===== src/rtl/operand_mux_reg_if.sv =====
// Handshake bundle for operand_mux_reg: N input channels, selection control,
// one registered output channel and the beat counter.
interface operand_mux_reg_if #(
    parameter int WIDTH  = 6,
    parameter int NUM_IN = 2,
    parameter int SEL_W  = 1,
    parameter int CNT_W  = 8
);
    logic [NUM_IN*WIDTH-1:0] in_data;
    logic [NUM_IN-1:0]       in_valid;
    logic [NUM_IN-1:0]       in_ready;
    logic [SEL_W-1:0]        sel;
    logic                    sel_load;
    logic [SEL_W-1:0]        cur_sel;
    logic                    sel_err;
    logic [WIDTH-1:0]        out_data;
    logic                    out_valid;
    logic                    out_ready;
    logic [CNT_W-1:0]        xfer_cnt;

    modport master (
        output in_data, in_valid, sel, sel_load, out_ready,
        input  in_ready, cur_sel, sel_err, out_data, out_valid, xfer_cnt
    );

    modport slave (
        input  in_data, in_valid, sel, sel_load, out_ready,
        output in_ready, cur_sel, sel_err, out_data, out_valid, xfer_cnt
    );
endinterface


===== src/rtl/operand_mux_reg.sv =====
// Registered N-way operand selector: forwards one beat per cycle from the
// programmed channel through a single output register and counts accepted beats.
module operand_mux_reg #(
    parameter int WIDTH  = 6,
    parameter int NUM_IN = 2,
    parameter int SEL_W  = 1,
    parameter int CNT_W  = 8
) (
    input logic             clk,
    input logic             rst,
    operand_mux_reg_if.slave bus
);

    localparam logic [CNT_W-1:0] CNT_MAX = {CNT_W{1'b1}};

    logic             can_take;
    logic             accept;
    logic             sel_ok;
    logic             sel_valid;
    logic [WIDTH-1:0] sel_data;

    logic [SEL_W-1:0] cur_sel;
    logic             sel_err;
    logic [WIDTH-1:0] out_data;
    logic             out_valid;
    logic [CNT_W-1:0] xfer_cnt;

    assign can_take = !out_valid || bus.out_ready;
    assign accept   = sel_valid && can_take;
    assign sel_ok   = (32'(bus.sel) < 32'(NUM_IN));

    // NOTE: every variable driven here gets a default first so no latch is inferred.
    always_comb begin
        sel_data     = '0;
        sel_valid    = 1'b0;
        bus.in_ready = '0;
        for (int i = 0; i < NUM_IN; i++) begin
            if (cur_sel == SEL_W'(i)) begin
                sel_data        = bus.in_data[i*WIDTH +: WIDTH];
                sel_valid       = bus.in_valid[i];
                bus.in_ready[i] = can_take;
            end
        end
    end

    // NOTE: state is updated with non-blocking assignments so all registers sample pre-edge values.
    always_ff @(posedge clk or posedge rst) begin
        if (rst) begin
            cur_sel   <= '0;
            sel_err   <= 1'b0;
            out_data  <= '0;
            out_valid <= 1'b0;
            xfer_cnt  <= '0;
        end else begin
            if (accept) begin
                out_data  <= sel_data;
                out_valid <= 1'b1;
            end else if (bus.out_ready) begin
                out_valid <= 1'b0;
            end

            sel_err <= bus.sel_load && !sel_ok;

            // A valid reload wins over the count: the beat accepted on the same edge is not counted.
            if (bus.sel_load && sel_ok) begin
                cur_sel  <= bus.sel;
                xfer_cnt <= '0;
            end else if (accept && xfer_cnt != CNT_MAX) begin
                xfer_cnt <= xfer_cnt + CNT_W'(1);
            end
        end
    end

    assign bus.cur_sel   = cur_sel;
    assign bus.sel_err   = sel_err;
    assign bus.out_data  = out_data;
    assign bus.out_valid = out_valid;
    assign bus.xfer_cnt  = xfer_cnt;

endmodule


===== src/flat_wrapper.sv =====
// flat-port wrapper written by rule: the top's interface ports become plain ports
module operand_mux_reg_flat 
#(
    parameter int WIDTH  = 6,
    parameter int NUM_IN = 2,
    parameter int SEL_W  = 1,
    parameter int CNT_W  = 8
)
  (clk, rst, bus_in_data, bus_in_valid, bus_sel, bus_sel_load, bus_out_ready, bus_in_ready, bus_cur_sel, bus_sel_err, bus_out_data, bus_out_valid, bus_xfer_cnt);
  operand_mux_reg_if #(.WIDTH(WIDTH), .NUM_IN(NUM_IN), .SEL_W(SEL_W), .CNT_W(CNT_W)) bus_i ();
  input logic clk;
  input logic rst;
  input wire logic [$bits(bus_i.in_data)-1:0] bus_in_data;
  input wire logic [$bits(bus_i.in_valid)-1:0] bus_in_valid;
  input wire logic [$bits(bus_i.sel)-1:0] bus_sel;
  input wire logic [$bits(bus_i.sel_load)-1:0] bus_sel_load;
  input wire logic [$bits(bus_i.out_ready)-1:0] bus_out_ready;
  output wire logic [$bits(bus_i.in_ready)-1:0] bus_in_ready;
  output wire logic [$bits(bus_i.cur_sel)-1:0] bus_cur_sel;
  output wire logic [$bits(bus_i.sel_err)-1:0] bus_sel_err;
  output wire logic [$bits(bus_i.out_data)-1:0] bus_out_data;
  output wire logic [$bits(bus_i.out_valid)-1:0] bus_out_valid;
  output wire logic [$bits(bus_i.xfer_cnt)-1:0] bus_xfer_cnt;
  assign bus_i.in_data = bus_in_data;
  assign bus_i.in_valid = bus_in_valid;
  assign bus_i.sel = bus_sel;
  assign bus_i.sel_load = bus_sel_load;
  assign bus_i.out_ready = bus_out_ready;
  assign bus_in_ready = bus_i.in_ready;
  assign bus_cur_sel = bus_i.cur_sel;
  assign bus_sel_err = bus_i.sel_err;
  assign bus_out_data = bus_i.out_data;
  assign bus_out_valid = bus_i.out_valid;
  assign bus_xfer_cnt = bus_i.xfer_cnt;
  operand_mux_reg #(.WIDTH(WIDTH), .NUM_IN(NUM_IN), .SEL_W(SEL_W), .CNT_W(CNT_W)) u_core (.clk(clk), .rst(rst), .bus(bus_i));
endmodule

===== config.mk =====
export PLATFORM = sky130hd
export DESIGN_NAME = operand_mux_reg_flat
export DESIGN_NICKNAME = d
export VERILOG_FILES = /design/src/rtl/operand_mux_reg_if.sv /design/src/rtl/operand_mux_reg.sv /design/src/flat_wrapper.sv
export SDC_FILE = /design/constraint.sdc
export NUM_CORES = 1
export LEC_CHECK = 0
export CORE_MARGIN = 10
export CORE_UTILIZATION = 42
export CTS_CLUSTER_SIZE = 14
export DETAILED_ROUTE_END_ITERATION = 6
export GPL_ROUTABILITY_DRIVEN = 0
export PLACE_DENSITY = 0.78
export SLEW_MARGIN = 25
export SYNTH_ARGS = -nofsm -noshare
export SYNTH_HDL_FRONTEND = slang
export SYNTH_SLANG_ARGS = --single-unit

===== constraint.sdc =====
create_clock -name clk -period 3.05 [get_ports clk]
set_input_delay 0.4575 -clock clk [delete_from_list [all_inputs] [get_ports clk]]
set_output_delay 0.4575 -clock clk [all_outputs]
set_load 0.02 [all_outputs]

Word level (Yosys, flattened, before mapping)
Cells that the tools add are included.
W data, S select, Z words.
{"block": "op_classes", "reduce_logical": 6, "n_shift": 0, "n_mux": 8, "n_eq_ne": 1, "n_mul": 0, "div_mod_pow": 0, "add_sub_neg": 1, "bitwise_logic": 0, "n_lt_le_gt_ge": 0}
{"cell": "$mux W8", "n": 2}
{"cell": "$add A8 B1 Y8 const B", "n": 1}
{"cell": "$ne A8 B8 Y1 const B", "n": 1}
{"cell": "$mux W6", "n": 1}
{"cell": "$mux W1", "n": 5}
{"cell": "$reduce_bool A2 Y1", "n": 2}
{"cell": "$logic_and A1 B1 Y1", "n": 2}
{"cell": "$logic_not A1 Y1", "n": 1}
{"cell": "$logic_or A1 B1 Y1", "n": 1}
{"block": "word_totals", "n_memories": 0, "mem_bits_rw": 0, "latch_bits": 0, "romBits": 0, "regBits": 16}

Longest topological paths before layout
{"block": "depth", "depth_word": 6, "mapped_depth": 7, "mapped_depth_nobuf": 5}

Worst setup path after synthesis
OpenSTA, ideal clock, no wires.
{"block": "synth_timing", "path_kind": "register -> register", "startpoint": "register u_core.cur_sel (netlist: u_core.bus.cur_sel)", "endpoint": "register u_core.xfer_cnt[3] (netlist: u_core.bus.xfer_cnt[3])", "arrival_time_ns": 1.594, "required_ns": 2.972, "path_slack_ns": 1.378, "n_path_buf": 1, "setup_ns": 0.078, "period_less_slack_ns": 1.672, "stages_incl_launch_ff": 6, "cell_sequence": "dfrtp_1 > buf_6 > mux2i_1 > or2_1 > or4_1 > a21oi_1"}
{"block": "synth_via", "elab_chain_cells": 4}
{"element": "from (decl)", "line_no": "operand_mux_reg.sv:22", "text": "logic [SEL_W-1:0] cur_sel;"}
{"element": "from (signal assigned)", "line_no": "operand_mux_reg.sv:66", "text": "cur_sel <= bus.sel;"}
{"element": "$mux W1", "line_no": "operand_mux_reg.sv:38", "text": "if (cur_sel == SEL_W'(i)) begin"}
{"element": "$logic_and A1 B1 Y1", "line_no": "operand_mux_reg.sv:29", "text": "assign accept = sel_valid && can_take;"}
{"element": "$logic_and A1 B1 Y1", "line_no": "operand_mux_reg.sv:68", "text": "end else if (accept && xfer_cnt != CNT_MAX) begin"}
{"element": "$reduce_bool A2 Y1 (no line)"}
{"element": "to (signal assigned)", "line_no": "operand_mux_reg.sv:69", "text": "xfer_cnt <= xfer_cnt + CNT_W'(1);"}
{"element": "to (decl)", "line_no": "operand_mux_reg.sv:26", "text": "logic [CNT_W-1:0] xfer_cnt;"}
No other way between the ends.
A chain may end at the register's enable or synchronous reset.

Worst setup path after layout
{"block": "layout_timing", "startpoint": "input bus_out_ready", "endpoint": "output bus_in_ready[1]"}
{"block": "layout_via", "elab_chain_cells": 2}
{"element": "from (decl)", "line_no": "flat_wrapper.sv:17", "text": "input wire logic [$bits(bus_i.out_ready)-1:0] bus_out_ready;"}
{"element": "$logic_or A1 B1 Y1", "line_no": "operand_mux_reg.sv:28", "text": "assign can_take = !out_valid || bus.out_ready;"}
{"element": "$mux W1", "line_no": "operand_mux_reg.sv:38"}
{"element": "to (decl)", "line_no": "flat_wrapper.sv:18", "text": "output wire logic [$bits(bus_i.in_ready)-1:0] bus_in_ready;"}
No other way between the ends.

==> impl_results.md <==
* Post-synthesis area per instance at approximately 9.4 sq um
* Hold path start: u_core.bus.out_data[1]
* Ys Warns at 0
* Setup crit start kind: input port
* Drt pass-1 iters at 4
* Post-CTS Hold Fix Bufs at 0
* Via count at 784
* Drt total wl at roughly 2200 um
* Pwr Density at 459 mW/mm^2
* Fin Setup TNS at 0 ns
* Hold Worst Slack at around 0.5 ns
* Sw Share at between 20% and 30%
* Row Count at 15
* Largest net degree at the start of global routing at 22
* Core ar. at between 0.0015 and 0.002 sq mm
* F_max at about 440 MHz
* Antenna violations before repair at 0
* Top cell type's share of synthesized area at about half
* Max incr delay on CP at ~0.6 ns
* Seq cells post-synth at 16
* Fin nets at approximately 140
* CP Max Fanout at 2
* CTS clk-pin slew, worst paths at about 0.090 ns
* Skew final at 0.00114 ns
* Crit path cell chain: clkdlybuf4s50_1, nand2b_1, and2_1, clkdlybuf4s50_1
* Layout cells sized above 1 at under 10%
* Crit. Startpoint: bus_out_ready
* Pint at 0.391 mW
* Slowest-stage cell, CP: clkdlybuf4s50_1
* CP dominant cell by count: clkdlybuf4s50_1
* CTS tree: done
* Worst skew pair latency at about 0.28 ns
* Dpl hpwl at about 1700 um
* Area growth syn-to-layout at 48.5%
* Slew @ Worst Pin at 0.605 ns
* Register area share after synthesis at 49.2%
* Synth Net Count at about 110
* Dpl cells at roughly 140
* Gr ovfl total at 0
* Root Buffer: clkbuf_4
* WS Path Type: input port to primary output
* Die width at around 64 um
* Syn Inst Count at 87
* Die area at 0.00410 sq mm
* CTS max path bufs at 2
* Post-Place Worst Slack at about 0.76 ns
* Placed Area at roughly 0.0012 sq mm
* First-pass GRT wire length at about 3800 um
* H-tree Lvls at 1
* Initial Util at 45.7%
* Final Hold Fails at 0
* Worst vdd ir at ~0.29 mV
* DRT antenna net count at 0
* Period minus WS final at 2.25 ns
* Leakage Power at between 0.4 and 0.5 nW
* RSZ-0062 raised after global routing: no
* Setup bufs post-CTS at 0
* Mapped Area at 815 sq um
* WL/cell at approximately 15 um
* CP Capture Type: primary output
* Final worst setup slack at about 0.8 ns
* Post-Route Utilization at about two thirds
* Drt drc at 0
* Die Height at 64.0 um
* Port Buf Inserts at 36
* # setup viols final at 0
* Ys async rst share at 100%
* Comb power frac at between 20% and 30%
* PnR Total Power at 0.555 mW
* Synth area leader: dfrtp_1
* Final Instance Area at between 0.001 and 0.0015 sq mm
* Critical path data arrival time at between 1.5 and 2 ns
* Hold/Removal Path Class: register to register
* Sink Count at 16
* Critical Path RT at 2.59 ns
* Dominant cells by area after synthesis: dfrtp_1 49%, mux2i_1 8.6%, o21ai_0 4.9%
* Via count of the first global-routing pass at ~760
* Max-cap viol count at 0
* Status: completed
* I/O pin total at 38
* Fin. max-slew vios at 0
* Distinct cells, synth at 28
* Clk pwr share at between 20% and 30%
* Total GRT Usage at ~11%
* R2R Path Start: u_core.bus.cur_sel
* Register share of total power at ~46%
* Fin crit share at between 70% and 80%
* Layout Cells excl Fill at about 150
* NetSw at between 0.15 and 0.2 mW
* Antenna Cells at 0
* Post-synth EDFFs at 0
* Resized cells post-CTS at 0
* Top FF cell, synth: dfrtp_1
* Initial DRC Count at 15
* Slew margin rel. at between 50% and 60%
* Vias per inst at 5.33
* CTS Buf Count at 3
## synthesized netlist by cell type, drive strengths merged (2+ instances only)
| cell | count |
|---|---|
| dfrtp | 16 |
| nand2 | 9 |
| o21ai | 8 |
| a21oi | 7 |
| mux2i | 7 |
| nor2 | 7 |
| nor3 | 5 |
| buf | 4 |
| nand3 | 3 |
| nor4 | 3 |
| inv | 2 |
| nand4 | 2 |
## flip-flops by register name, summed over array words and instances, names as in the netlist
name                  flops
u_core.bus.cur_sel        1
u_core.bus.out_valid      1
u_core.bus.xfer_cnt       8
u_core.bus.out_data       6
## final timing paths
check                                         end  slack (ns)  cells past startpoint
min                        u_core.bus.out_data[1]        0.49                      2
max                               bus_in_ready[1]        0.80                      4
max reg2reg                u_core.bus.xfer_cnt[3]        0.95                      4
min reg2reg                u_core.bus.out_data[1]        0.49                      2
min in group asynchronous  u_core.bus.out_data[2]        0.54                      2
max in group asynchronous    u_core.bus.out_valid        2.11                      2
## power by group through the flow
stage	sequential [mW]	combinational, mW	clock [mW]
global route	0.257	0.180	0.157
CTS	0.254	0.166	0.144
floorplan	0.282	0.0583	0
global placement	0.257	0.164	0
finish	0.253	0.163	0.139
detailed placement	0.258	0.166	0
## layer usage
layer  track usage, %  up-vias  share of wire, %
met5                0        -                 0
li1                 -      384                 -
met2             16.0       32                43
met1             14.7      364                48
met3             4.70        4               7.6
met4             4.10        0              0.97
## layout make-up
| class | instances | area, sq um |
|---|---|---|
| Clock buffer | 4 | 36.3 |
| Fill cell | 137 | 573 |
| Inverter | 2 | 7.51 |
| Multi-Input combinational cell | 64 | 374 |
| Sequential cell | 16 | 400 |
| Tap cell | 25 | 31.3 |
| Timing Repair Buffer | 36 | 360 |
## cell families (layout without fill, tap and decap cells)
| logic type | Yosys count | after routing | synth area share (%) |
|---|---|---|---|
| flip-flops | 16 | 16 | 49.2 |
| adder cells (fa/ha/maj) | 1 | 1 | 1.54 |
| other | 1 | 1 | 0.460 |
| AND/OR/NAND/NOR | 37 | 37 | 22.7 |
| AO/OA/AOI/OAI | 17 | 17 | 11.2 |
| buffers and inverters | 7 | 42 | 4.92 |
| multiplexers | 8 | 8 | 9.98 |
## worst max-delay path, delay by kind of cell
kind / cells / cell delay [ns]
simple gates: 2 / 0.25
buf+inv: 2 / 1.08
## cell usage in the layout, fill, tap and decap left out
cell type	instances
nand3_1	3
nor3b_1	1
nor3_1	5
or2_1	1
ha_1	1
or4_1	1
nor4_1	3
conb_1	1
mux2i_1	7
clkbuf_8	1
a41oi_1	1
nand2_1	9
and2_1	1
o21ai_0	8
mux2_2	1
nor2b_1	1
dfrtp_1	16
clkbuf_4	3
clkdlybuf4s50_1	36
a21oi_1	7
o31ai_1	1
nor2_1	7
or3_1	1
nand3b_1	1
nand4_1	2
inv_1	2
nand2b_1	1
(Power assumes the default switching activity.)
